File: config.mk
export PLATFORM = sky130hd
export DESIGN_NAME = map_ss_engine_flat
export DESIGN_NICKNAME = d
export VERILOG_FILES = /design/src/rtl/map_ss_pkg.sv /design/src/rtl/map_ss_if.sv /design/src/rtl/map_ss_strobe.sv /design/src/rtl/map_ss_engine.sv /design/src/flat_wrapper.sv
export SDC_FILE = /design/constraint.sdc
export NUM_CORES = 1
export LEC_CHECK = 0
export BUFFER_PORTS_ARGS = -buffer_cell sky130_fd_sc_hd__buf_2
export CAP_MARGIN = 20
export CELL_PAD_IN_SITES_DETAIL_PLACEMENT = 1
export CELL_PAD_IN_SITES_GLOBAL_PLACEMENT = 2
export CORE_UTILIZATION = 35
export DETAILED_ROUTE_END_ITERATION = 16
export GPL_TIMING_DRIVEN = 0
export PLACE_DENSITY_LB_ADDON = 0.1
export REMOVE_ABC_BUFFERS = 1
export SLEW_MARGIN = 40
export SYNTH_ARGS = -nofsm -noshare
export SYNTH_HDL_FRONTEND = slang
export SYNTH_SLANG_ARGS = --single-unit
File: constraint.sdc
create_clock -name clk -period 2.4 [get_ports clk]
set_clock_uncertainty 0.1 [all_clocks]
set_input_delay 0.48 -clock clk [delete_from_list [all_inputs] [get_ports clk]]
set_output_delay 0.48 -clock clk [all_outputs]
set_load 0.1 [all_outputs]
File: src/rtl/map_ss_pkg.sv
`default_nettype none
// ============================================================================
// Module : map_ss_pkg
// Brief  : Shared types and constants for the mapper save-state engine.
// Rev    : 1.0  initial release
// ============================================================================
package map_ss_pkg;

    localparam int SS_IDX_ADDR   = 127;
    localparam int SS_REG_CNT    = 127;
    localparam int SS_STREAM_LEN = SS_REG_CNT + 1;

    typedef enum logic [3:0] {
        ST_IDLE    = 4'd0,
        ST_S_ADDR  = 4'd1,
        ST_S_WAIT  = 4'd2,
        ST_S_PUSH  = 4'd3,
        ST_L_IDX   = 4'd4,
        ST_L_HDR   = 4'd5,
        ST_L_PULL  = 4'd6,
        ST_L_WRITE = 4'd7,
        ST_DONE    = 4'd8
    } eng_state_t;

    typedef enum logic [1:0] {
        SB_IDLE  = 2'd0,
        SB_SETUP = 2'd1,
        SB_STRB  = 2'd2,
        SB_HOLD  = 2'd3
    } strb_state_t;

    function automatic int stream_len(input int reg_cnt);
        return reg_cnt + 1;
    endfunction

endpackage
`default_nettype wire

File: src/rtl/map_ss_if.sv
`default_nettype none
// ============================================================================
// Module : map_ss_if
// Brief  : Save-state port between the engine (master) and a mapper (slave).
// Rev    : 1.0  initial release
// ============================================================================
interface map_ss_if;
    logic       ss_act;
    logic       ss_we;
    logic [7:0] ss_addr;
    logic [7:0] ss_wdat;
    logic       ss_m2;
    logic [7:0] ss_rdat;

    modport master (output ss_act, ss_we, ss_addr, ss_wdat, ss_m2, input ss_rdat);
    modport slave  (input ss_act, ss_we, ss_addr, ss_wdat, ss_m2, output ss_rdat);
endinterface
`default_nettype wire

File: src/rtl/map_ss_strobe.sv
`default_nettype none
// ============================================================================
// Module : map_ss_strobe
// Brief  : Setup / m2-low pulse / hold sequencer for one save-state write.
// Rev    : 1.0  initial release
// ============================================================================
module map_ss_strobe
    import map_ss_pkg::*;
#(
    parameter int WR_SETUP = 2,
    parameter int WR_PULSE = 4
) (
    input  wire  clk,
    input  wire  sys_rst_n,
    input  wire  i_start,
    output logic o_done,
    output logic o_ss_we,
    output logic o_ss_m2
);
    localparam logic [3:0] c_setup_last = 4'(WR_SETUP - 1);
    localparam logic [3:0] c_pulse_last = 4'(WR_PULSE - 1);

    strb_state_t r_state, w_state_nxt;
    logic [3:0]  r_cnt, w_cnt_nxt;
    logic        r_we, r_m2;

    always_comb begin
        w_state_nxt = r_state;
        w_cnt_nxt   = r_cnt + 4'd1;
        case (r_state)
            SB_IDLE: begin
                w_cnt_nxt = '0;
                if (i_start) w_state_nxt = SB_SETUP;
            end
            SB_SETUP: if (r_cnt == c_setup_last) begin
                w_state_nxt = SB_STRB;
                w_cnt_nxt   = '0;
            end
            SB_STRB: if (r_cnt == c_pulse_last) begin
                w_state_nxt = SB_HOLD;
                w_cnt_nxt   = '0;
            end
            SB_HOLD: begin
                w_state_nxt = SB_IDLE;
                w_cnt_nxt   = '0;
            end
            default: begin
                w_state_nxt = SB_IDLE;
                w_cnt_nxt   = '0;
            end
        endcase
    end

    // Strobe outputs are registered from the next state so they never glitch.
    always_ff @(posedge clk or negedge sys_rst_n) begin
        if (!sys_rst_n) begin
            r_state <= SB_IDLE;
            r_cnt   <= '0;
            r_we    <= 1'b0;
            r_m2    <= 1'b1;
        end else begin
            r_state <= w_state_nxt;
            r_cnt   <= w_cnt_nxt;
            r_we    <= (w_state_nxt != SB_IDLE);
            r_m2    <= (w_state_nxt != SB_STRB);
        end
    end

    assign o_done  = (r_state == SB_HOLD);
    assign o_ss_we = r_we;
    assign o_ss_m2 = r_m2;
endmodule
`default_nettype wire

File: src/rtl/map_ss_engine.sv
`default_nettype none
// ============================================================================
// Module : map_ss_engine
// Brief  : Save-state initiator; streams a mapper register image out (SAVE) or in (LOAD).
// Rev    : 1.0  initial release
// ============================================================================
module map_ss_engine
    import map_ss_pkg::*;
#(
    parameter int REG_CNT  = SS_REG_CNT,
    parameter int IDX_ADDR = SS_IDX_ADDR,
    parameter int RD_WAIT  = 2,
    parameter int WR_SETUP = 2,
    parameter int WR_PULSE = 4
) (
    input  wire        clk,
    input  wire        sys_rst_n,
    input  wire        cmd_save,
    input  wire        cmd_load,
    output logic       busy,
    output logic       done,
    output logic       err,
    output logic [7:0] so_dat,
    output logic       so_valid,
    input  wire        so_ready,
    input  wire  [7:0] si_dat,
    input  wire        si_valid,
    output logic       si_ready,
    map_ss_if.master   ss
);
    localparam logic [7:0] c_idx_addr  = 8'(IDX_ADDR);
    localparam logic [7:0] c_last_addr = 8'(REG_CNT - 1);
    localparam logic [3:0] c_rd_last   = 4'(RD_WAIT - 1);

    eng_state_t r_state, w_state_nxt;
    logic [7:0] r_addr, w_addr_nxt;
    logic [3:0] r_wcnt, w_wcnt_nxt;
    logic       r_hdr, w_hdr_nxt;
    logic [7:0] r_idx, w_idx_nxt;
    logic [7:0] r_so_dat, w_so_dat_nxt;
    logic [7:0] r_wdat, w_wdat_nxt;
    logic       r_err, w_err_nxt;
    logic       r_act, r_done, r_so_valid, r_si_ready;
    logic       w_strb_start, w_strb_done, w_we, w_m2;

    always_comb begin
        w_state_nxt  = r_state;
        w_addr_nxt   = r_addr;
        w_wcnt_nxt   = r_wcnt;
        w_hdr_nxt    = r_hdr;
        w_idx_nxt    = r_idx;
        w_so_dat_nxt = r_so_dat;
        w_wdat_nxt   = r_wdat;
        w_err_nxt    = r_err;
        w_strb_start = 1'b0;
        case (r_state)
            ST_IDLE: if (cmd_save || cmd_load) begin
                w_err_nxt  = 1'b0;
                w_wcnt_nxt = '0;
                w_hdr_nxt  = 1'b1;
                if (cmd_save && cmd_load) begin
                    w_err_nxt   = 1'b1;
                    w_state_nxt = ST_DONE;
                end else begin
                    w_addr_nxt  = c_idx_addr;
                    w_state_nxt = cmd_save ? ST_S_ADDR : ST_L_IDX;
                end
            end
            ST_S_ADDR: begin
                w_wcnt_nxt  = '0;
                w_state_nxt = ST_S_WAIT;
            end
            ST_S_WAIT: begin
                w_wcnt_nxt = r_wcnt + 4'd1;
                if (r_wcnt == c_rd_last) begin
                    w_so_dat_nxt = ss.ss_rdat;
                    w_state_nxt  = ST_S_PUSH;
                end
            end
            ST_S_PUSH: if (so_ready) begin
                w_hdr_nxt = 1'b0;
                if (!r_hdr && r_addr == c_last_addr) begin
                    w_state_nxt = ST_DONE;
                end else begin
                    // After the header the index restarts at register 0, never IDX_ADDR+1.
                    w_addr_nxt  = r_hdr ? 8'd0 : r_addr + 8'd1;
                    w_state_nxt = ST_S_ADDR;
                end
            end
            ST_L_IDX: begin
                w_wcnt_nxt = r_wcnt + 4'd1;
                if (r_wcnt == c_rd_last) begin
                    w_idx_nxt   = ss.ss_rdat;
                    w_state_nxt = ST_L_HDR;
                end
            end
            ST_L_HDR: if (si_valid) begin
                if (si_dat != r_idx) begin
                    w_err_nxt   = 1'b1;
                    w_state_nxt = ST_DONE;
                end else begin
                    w_addr_nxt  = 8'd0;
                    w_state_nxt = ST_L_PULL;
                end
            end
            ST_L_PULL: if (si_valid) begin
                w_wdat_nxt   = si_dat;
                w_strb_start = 1'b1;
                w_state_nxt  = ST_L_WRITE;
            end
            ST_L_WRITE: if (w_strb_done) begin
                if (r_addr == c_last_addr) begin
                    w_state_nxt = ST_DONE;
                end else begin
                    w_addr_nxt  = r_addr + 8'd1;
                    w_state_nxt = ST_L_PULL;
                end
            end
            ST_DONE: w_state_nxt = ST_IDLE;
            default: w_state_nxt = ST_IDLE;
        endcase
    end

    always_ff @(posedge clk or negedge sys_rst_n) begin
        if (!sys_rst_n) begin
            r_state    <= ST_IDLE;
            r_addr     <= '0;
            r_wcnt     <= '0;
            r_hdr      <= 1'b0;
            r_idx      <= '0;
            r_so_dat   <= '0;
            r_wdat     <= '0;
            r_err      <= 1'b0;
            r_act      <= 1'b0;
            r_done     <= 1'b0;
            r_so_valid <= 1'b0;
            r_si_ready <= 1'b0;
        end else begin
            r_state    <= w_state_nxt;
            r_addr     <= w_addr_nxt;
            r_wcnt     <= w_wcnt_nxt;
            r_hdr      <= w_hdr_nxt;
            r_idx      <= w_idx_nxt;
            r_so_dat   <= w_so_dat_nxt;
            r_wdat     <= w_wdat_nxt;
            r_err      <= w_err_nxt;
            r_act      <= (w_state_nxt != ST_IDLE) && (w_state_nxt != ST_DONE);
            r_done     <= (w_state_nxt == ST_DONE);
            r_so_valid <= (w_state_nxt == ST_S_PUSH);
            r_si_ready <= (w_state_nxt == ST_L_HDR) || (w_state_nxt == ST_L_PULL);
        end
    end

    map_ss_strobe #(
        .WR_SETUP (WR_SETUP),
        .WR_PULSE (WR_PULSE)
    ) u_strobe (
        .clk       (clk),
        .sys_rst_n (sys_rst_n),
        .i_start   (w_strb_start),
        .o_done    (w_strb_done),
        .o_ss_we   (w_we),
        .o_ss_m2   (w_m2)
    );

    always_ff @(posedge clk) begin
        assert (RD_WAIT >= 1 && RD_WAIT <= 15 && WR_SETUP >= 1 && WR_SETUP <= 15
                && WR_PULSE >= 1 && WR_PULSE <= 15)
            else $error("map_ss_engine: wait parameter outside 1..15");
        assert (REG_CNT >= 1 && IDX_ADDR <= 255 && stream_len(REG_CNT) <= IDX_ADDR + 1)
            else $error("map_ss_engine: REG_CNT overlaps IDX_ADDR");
    end

    assign busy       = r_act;
    assign done       = r_done;
    assign err        = r_err;
    assign so_dat     = r_so_dat;
    assign so_valid   = r_so_valid;
    assign si_ready   = r_si_ready;
    assign ss.ss_act  = r_act;
    assign ss.ss_we   = w_we;
    assign ss.ss_m2   = w_m2;
    assign ss.ss_addr = r_addr;
    assign ss.ss_wdat = r_wdat;
endmodule
`default_nettype wire
File: src/flat_wrapper.sv
// flat-port wrapper written by rule: the top's interface ports become plain ports
module map_ss_engine_flat import map_ss_pkg::*;
#(
    parameter int REG_CNT  = SS_REG_CNT,
    parameter int IDX_ADDR = SS_IDX_ADDR,
    parameter int RD_WAIT  = 2,
    parameter int WR_SETUP = 2,
    parameter int WR_PULSE = 4
)
  (clk, sys_rst_n, cmd_save, cmd_load, busy, done, err, so_dat, so_valid, so_ready, si_dat, si_valid, si_ready, ss_ss_act, ss_ss_we, ss_ss_addr, ss_ss_wdat, ss_ss_m2, ss_ss_rdat);
  map_ss_if ss_i ();
  input  wire clk;
  input  wire sys_rst_n;
  input  wire cmd_save;
  input  wire cmd_load;
  output logic busy;
  output logic done;
  output logic err;
  output logic [7:0] so_dat;
  output logic so_valid;
  input  wire so_ready;
  input  wire  [7:0] si_dat;
  input  wire si_valid;
  output logic si_ready;
  output wire logic [$bits(ss_i.ss_act)-1:0] ss_ss_act;
  output wire logic [$bits(ss_i.ss_we)-1:0] ss_ss_we;
  output wire logic [$bits(ss_i.ss_addr)-1:0] ss_ss_addr;
  output wire logic [$bits(ss_i.ss_wdat)-1:0] ss_ss_wdat;
  output wire logic [$bits(ss_i.ss_m2)-1:0] ss_ss_m2;
  input wire logic [$bits(ss_i.ss_rdat)-1:0] ss_ss_rdat;
  assign ss_ss_act = ss_i.ss_act;
  assign ss_ss_we = ss_i.ss_we;
  assign ss_ss_addr = ss_i.ss_addr;
  assign ss_ss_wdat = ss_i.ss_wdat;
  assign ss_ss_m2 = ss_i.ss_m2;
  assign ss_i.ss_rdat = ss_ss_rdat;
  map_ss_engine #(.REG_CNT(REG_CNT), .IDX_ADDR(IDX_ADDR), .RD_WAIT(RD_WAIT), .WR_SETUP(WR_SETUP), .WR_PULSE(WR_PULSE)) u_core (.clk(clk), .sys_rst_n(sys_rst_n), .cmd_save(cmd_save), .cmd_load(cmd_load), .busy(busy), .done(done), .err(err), .so_dat(so_dat), .so_valid(so_valid), .so_ready(so_ready), .si_dat(si_dat), .si_valid(si_valid), .si_ready(si_ready), .ss(ss_i));
endmodule
# Yosys cells after proc, flatten, opt, wreduce, memory -nomap -nowiden
# Cells that the tools add are included.
# W data, S select, Z words.
# word_totals
register_bits	54
inputBits	22
out_inout_bits	32
word_cells	114
# classes
n_addsub	3
eq_ne	30
muxes	42
n_reduce_logical	23
# ops
op	count
$mux W8	9
$mux W4	14
$pmux W4 S8	1
$pmux W8 S4	1
$eq A4 B3 Y1 const B	6
$pmux W4 S3	2
$eq A4 B2 Y1 const B	4
$ne A2 B2 Y1 const B	8
$eq A4 B1 Y1 const B	3
$reduce_and A9 Y1	1
$add A4 B1 Y4 const B	2
$add A8 B1 Y8 const B	1
$eq A8 B7 Y1 const B	1
$mux W1	8
$ne A8 B8 Y1	1
$pmux W2 S4	1
$reduce_and A2 Y1	4
$reduce_bool A4 Y1	2
$mux W2	3
$reduce_bool A2 Y1	3
$eq A2 B2 Y1 const B	2
$eq A4 B4 Y1 const B	1
$logic_not A4 Y1	1
$ne A2 B1 Y1 const B	2
other kinds (12)	17

# Longest topological paths before layout
# Gate-level depths: netlist of run 1.
# depth
word_depth	7
ltp_mapped	10
ltp_nobuf	8

# By module
# A second synthesis of run 1 with hierarchy kept.
# unflattened
cells_unflattened	270
area_unflattened_um2	2869.0
# by_module_without_submodules
mod	instances	cells_per_inst	area_per_inst_um2	seq_area_each_um2
map_ss_engine	1	231	2464.9	1151.1
map_ss_strobe	1	39	404.1	201.4

# Least setup slack after synthesis of run 1
# Ideal clock, no wire load.
# synth_timing
kind	reg2reg
start	reg u_core.r_addr[0], in the netlist u_core.ss.ss_addr[0]
end	reg u_core.r_addr[6], in the netlist u_core.ss.ss_addr[6]
setup_time_ps	129
arrival_ps	2507
required_time_ps	2171
setup_slack_ps	-335
stages_incl_launch_ff	11
path_buffers	2
period_less_slack_ps	2735
path_cell_list	dfrtp_1 -> inv_1 -> ha_1 -> nor2b_1 -> nand3_1 -> o22ai_1 -> or4_1 -> buf_2 -> buf_6 -> o21ai_1 -> o21ai_1
# synth_via
elab_chain_cells	5
elab_cells_between_ends	12
cone_classes	add/sub: 1; eq/ne: 3; mux: 6; reduce/logical: 2
# synth_lines
item	line	rtl
start, declared	map_ss_engine.sv:36	logic [7:0] r_addr, w_addr_nxt;
start signal, assigned	map_ss_engine.sv:140	r_addr <= w_addr_nxt;
$add A8 B1 Y8	map_ss_engine.sv:86, map_ss_engine.sv:115	
$mux W8	map_ss_engine.sv:86	w_addr_nxt = r_hdr ? 8'd0 : r_addr + 8'd1;
$mux W8	map_ss_engine.sv:82	if (!r_hdr && r_addr == c_last_addr) begin
$mux W8	map_ss_engine.sv:80	ST_S_PUSH: if (so_ready) begin
$pmux W8 S4	map_ss_engine.sv:56	case (r_state)
# Several ways; a longest one is shown, not always the timed one. The select of a mux whose other input is x is not followed.
# A chain may end at the register's enable or synchronous reset.

# Worst setup path in the final report of run 1
# layout_timing
start	reg u_core.r_state[2]
end	reg u_core.r_addr[1], in the netlist u_core.ss.ss_addr[1]
# layout_via
elab_chain_cells	3
elab_cells_between_ends	15
cone_classes	eq/ne: 11; mux: 1; reduce/logical: 3
# layout_lines
item	line	rtl
start, declared	map_ss_engine.sv:35	eng_state_t r_state, w_state_nxt;
start signal, assigned	map_ss_engine.sv:139	r_state <= w_state_nxt;
$eq A4 B3 Y1 (tied with other cells)	map_ss_engine.sv:56	
$ne A2 B2 Y1 (no source line) (tied with other cells)	n/a	
$reduce_and A9 Y1 (no source line)	n/a	
# Several ways; a longest one is shown, not always the timed one.

==> impl_metrics.json, run 1 <==
{
  "grt_setup_unrepaired": "no",
  "status": "finished, final reports clean",
  "crit_path_end_kind": "register",
  "filler_cell_count": 859,
  "ys_types": 48,
  "root_buffer": "clkbuf_8",
  "final.setup.tns_ns": 0,
  "fin_crit_sh_pct": 94.0,
  "yosysSeqAreaShare_pct": 49.8,
  "syn_inst": 257,
  "h-tree-depth": 2,
  "crit_type": "reg2reg",
  "synth_area_um2": 2710,
  "fmax_mhz": 443,
  "placement.cell_area_um2": 3050,
  "die_x_um": 90.1,
  "route.vias.total": 2094,
  "drive_above_1_share_pct": 32.3,
  "tightest_slew_ns": 0.702,
  "layout_common_cells": "52 x buf_2, 51 x dfrtp_1, 25 x mux2_2, 24 x o21ai_0, 20 x nand2_1",
  "chipHeight_um": 90.1,
  "holdBufCountCts": 0,
  "holdCritPathClass": "in2async",
  "required_ns": 2.50,
  "path_clk_slew_ns": 0.10,
  "postRouteAntennaNets": 0,
  "max_cap_violations": 0,
  "gr-total-overflow": 0,
  "grt_max_degree": 55,
  "synth_edf_count": 0,
  "slew_headroom_pct": 53.2,
  "drt_first_pass_iters": 4,
  "crit-reg2reg-launch": "u_core.r_state[2]$_DFF_PN0_",
  "diodes": 0,
  "async_flop_share_pct": 100,
  "reg2regPathDepth": 5,
  "dp_hpwl_um": 4370,
  "route.detailed.drc": 0,
  "wl_per_cell_um": 15.2,
  "arrival_ns": 2.36,
  "cp-start-kind": "register",
  "cts_sinks": 54,
  "final_nets": 338,
  "cts_tree": "done",
  "antenna_found_initial": 0,
  "r2r_end": "u_core.ss.ss_addr[1]$_DFFE_PN0P_",
  "syn_area_per_cell_um2": 10.6,
  "ys_ff_latch": 54,
  "track_usage_pct": 16.3,
  "hold_violations": 0,
  "io_pins": 54,
  "core_um2": 7370,
  "cts_buffers": 5,
  "syn2layout_area_growth_pct": 16.8,
  "clock_latency_ns": 0.31,
  "first_global_vias": 2114,
  "clock_path_buffers": 2,
  "drt_iter0_drc": 89,
  "setup_violations": 0,
  "yosys_most_used_dff": "dfrtp_1",
  "fin_area_um2": 3170,
  "period_minus_slack_ns": 2.26,
  "ys_warn_count": 0,
  "die_area_um2": 8110,
  "r2r_slack_ns": 0.14,
  "grt_pass1_wl_um": 10700,
  "numPortBuffers": 53,
  "cp_max_fo": 15,
  "place.gp.congestion": 0.742,
  "final_common_cell": "buf_2",
  "finalMaxSlewViolations": 0,
  "start_util_pct": 36.8,
  "fp-row-count": 31,
  "avgViaCountPerCell": 5.12,
  "drt_wl_total_um": 6230
}
==> cell type report <==
| type | count | area [um^2] | area share (%) |
|---|---|---|---|
| clock inverters | 3 | 23.8 | 0.750 |
| inverters | 10 | 37.5 | 1.18 |
| well taps | 99 | 124 | 3.91 |
| flip-flops and latches | 54 | 1360 | 42.8 |
| clock buffers | 5 | 68.8 | 2.17 |
| repair buffers | 54 | 275 | 8.69 |
| multi-input cells | 184 | 1280 | 40.5 |
==> synth_stat cells (5+ instances only) <==
cell type | number | area (um^2)
a21oi_1 | 10 | 50.1
dfrtp_1 | 53 | 1330
ha_1 | 7 | 87.6
inv_1 | 10 | 37.5
mux2_2 | 25 | 282
nand2_1 | 20 | 75.1
nand2b_1 | 6 | 37.5
nand3_1 | 9 | 45.0
nor2_1 | 18 | 67.6
o21ai_0 | 24 | 120
o31a_1 | 5 | 43.8
xnor2_1 | 10 | 87.6
==> layer usage <==
layer | part of all wire (%) | track usage [%] | wire [um]
met4 | 1.0 | 3.63 | 64
met1 | 50 | 23.6 | 3110
met3 | 3.0 | 3.21 | 184
met2 | 46 | 25.1 | 2870
met5 | 0 | 0 | 0
==> state kept, by name (all words and copies together) (netlist names), 2 cells and up <==
signal	cells
u_core.u_strobe.r_cnt	4
u_core.u_strobe.r_state	2
u_core.ss.ss_addr	8
u_core.r_wcnt	4
u_core.r_state	4
u_core.so_dat	8
u_core.ss.ss_wdat	8
u_core.r_idx	8
==> worst max-delay path, stage by stage, from the launching register on <==
cell and delay (ns):
dfrtp_1 0.56, and4bb_2 0.36, nand2b_1 0.10, nand2_1 0.09, or4_4 0.64, mux2_2 0.31
==> stage by stage <==
| step | hold WS, ns | cells | worst slack [ns] | util, % |
|---|---|---|---|---|
| 3_3_place_gp | 0.371 | 400 | -0.464 | 41.3 |
| 4_1_cts | 0.138 | 409 | 0.00956 | 42.8 |
| 2_1_floorplan | 0.0844 | 248 | -0.403 | - |
| 3_5_place_dp | 0.374 | 400 | -0.280 | 41.4 |
| 6_report | 0.102 | 409 | 0.144 | 43.0 |
| 5_1_grt | 0.168 | 409 | 0.0123 | 43.0 |
==> logic make-up (layout without fill, tap and decap cells) <==
logic type | Yosys count | after routing | share of synthesized area [%]
compound gates | 60 | 60 | 13.5
xor+xnor | 11 | 11 | 3.55
fa+ha+maj | 7 | 7 | 3.23
buf+inv | 19 | 72 | 3.69
flops | 54 | 54 | 49.8
mux | 26 | 26 | 10.7
simple gates | 80 | 80 | 15.4
==> what timing repair did <==
action | in CTS | in global routing
resized for setup | 1 | 5
pin swaps | 1 | 1
setup endpoints to repair | 9 | 10
buffers inserted | 1 | 0
==> how the worst max path moves through the flow <==
stage | startpoint | endpoint | slack (ns)
after floorplan | u_core.ss.ss_addr[0]$_DFFE_PN0P_ | u_core.ss.ss_addr[1]$_DFFE_PN0P_ | -0.40
after global placement | u_core.r_state[3]$_DFF_PN0_ | u_core.ss.ss_addr[1]$_DFFE_PN0P_ | -0.46
after detailed placement | si_dat[1] | u_core.ss.ss_addr[2]$_DFFE_PN0P_ | -0.28
after CTS | u_core.r_state[3]$_DFF_PN0_ | u_core.ss.ss_addr[1]$_DFFE_PN0P_ | 0.01
after global routing | u_core.r_state[0]$_DFF_PN0_ | u_core.ss.ss_addr[2]$_DFFE_PN0P_ | 0.01
final | u_core.r_state[2]$_DFF_PN0_ | u_core.ss.ss_addr[1]$_DFFE_PN0P_ | 0.14
Power of run 1 is not shown: default switching activity piles up to over one toggle a cycle in this logic, so the estimate is an artifact.
==> run 2, diff against run 1 <==
Settings changed: CELL_PAD_IN_SITES_DETAIL_PLACEMENT 1 to unset, CELL_PAD_IN_SITES_GLOBAL_PLACEMENT 2 to unset, CORE_UTILIZATION 35 to 41, PLACE_DENSITY_LB_ADDON 0.1 to unset.
==> impl_metrics.json, run 2 (synthesis results as in run 1) <==
{
  "fin_crit_sh_pct": 93.2,
  "avgViaCountPerCell": 5.33,
  "status": "finished, final reports clean",
  "root_buffer": "clkbuf_8",
  "placement.cell_area_um2": 3020,
  "route.vias.total": 2064,
  "crit_type": "reg2reg",
  "cp_max_fo": 15,
  "whs_ns": 0.0977,
  "arrival_ns": 2.33,
  "cts_buffers": 5,
  "postRouteAntennaNets": 0,
  "core_um2": 6390,
  "numPortBuffers": 53,
  "finalMaxSlewViolations": 0,
  "drt_wl_total_um": 5580,
  "fmax_mhz": 447,
  "final_nets": 338,
  "diodes": 0,
  "path_clk_slew_ns": 0.11,
  "start_util_pct": 42.5,
  "grt_max_degree": 55,
  "required_ns": 2.50,
  "cts_tree": "done",
  "cp-start-kind": "register",
  "gr-total-overflow": 0,
  "slew_headroom_pct": 53.9,
  "grt_setup_unrepaired": "no",
  "clock_latency_ns": 0.31,
  "place.gp.congestion": 0.806,
  "crit_path_end_kind": "register",
  "layout_common_cells": "52 x buf_2, 52 x dfrtp_1, 25 x mux2_2, 24 x o21ai_0, 20 x nand2_1",
  "filler_cell_count": 615,
  "place_ws_ns": -0.262,
  "die_x_um": 83.4,
  "r2r_slack_ns": 0.16,
  "max_cap_violations": 0,
  "fin_area_um2": 3160,
  "syn2layout_area_growth_pct": 16.5,
  "first_global_vias": 2014,
  "io_pins": 54,
  "wl_per_cell_um": 14.4,
  "h-tree-depth": 2,
  "hold_violations": 0,
  "die_area_um2": 6950,
  "chipHeight_um": 83.4,
  "period_minus_slack_ns": 2.24,
  "drt_iter0_drc": 158,
  "route.detailed.drc": 0,
  "dp_hpwl_um": 3920,
  "fin_ws_ns": 0.163,
  "grt_pass1_wl_um": 9490,
  "holdCritPathClass": "in2async",
  "fp-row-count": 29,
  "drt_first_pass_iters": 4,
  "cts_sinks": 54,
  "track_usage_pct": 16.9,
  "drive_above_1_share_pct": 31.3,
  "tightest_slew_ns": 0.691,
  "clock_path_buffers": 2,
  "holdBufCountCts": 0,
  "setup_violations": 0,
  "antenna_found_initial": 0
}
## run 2: cell type report
class	instances	area, um^2	area share [%]
Clock buffer	5	68.8	2.18
Clock inverter	3	47.5	1.50
Inverter	10	37.5	1.19
Multi-Input combinational cell	184	1280	40.5
Sequential cell	54	1350	42.8
Tap cell	77	96.3	3.05
Timing Repair Buffer	54	275	8.71
## run 2: path summary, 6_finish.rpt
check / startpoint / end / cells after the start
max: u_core.r_idx[0]$_DFFE_PN0P_ / u_core.ss.ss_addr[5]$_DFFE_PN0P_ / 6
min: sys_rst_n / u_core.u_strobe.r_state[0]$_DFF_PN0_ / 1
max reg2reg: u_core.r_idx[0]$_DFFE_PN0P_ / u_core.ss.ss_addr[5]$_DFFE_PN0P_ / 6
min reg2reg: u_core.r_wcnt[3]$_DFFE_PN0P_ / u_core.r_wcnt[3]$_DFFE_PN0P_ / 1
max in group asynchronous: sys_rst_n / u_core.r_state[3]$_DFF_PN0_ / 1
min in group clk: ss_ss_rdat[6] / u_core.so_dat[6]$_DFFE_PN0P_ / 2
## run 2: per-stage QoR
stage               setup TNS [ns]  utilization, %  instances
global placement             -2.44            47.2        378
global route                     0            49.5        387
CTS                              0            49.3        387
detailed placement           -1.80            47.3        378
floorplan                    -3.07               -        248
finish                           0            49.5        387
## run 2: layer usage
layer | routed length, um | global-route usage [%] | up-vias
met5 | 0 | 0 | -
met4 | 93 | 6.11 | 0
met3 | 243 | 3.98 | 10
met2 | 2650 | 27.3 | 44
met1 | 2590 | 22.3 | 988
li1 | - | - | 1022
## run 2: worst max-delay path: stages, from the launching register on
cell and delay [ns]:
dfrtp_1 0.41, xnor2_1 0.20, nand4_1 0.16, o31a_1 0.36
or4_4 0.60, o21ai_0 0.19, o21ai_0 0.11
## run 2: what timing repair did
action                     in CTS  in global routing
pin swaps                       1                  1
setup endpoints to repair       8                  5
gates cloned                    0                  0
setup buffers                   1                  0
resized for setup               1                  2
Power of run 2 is left out for the same reason.
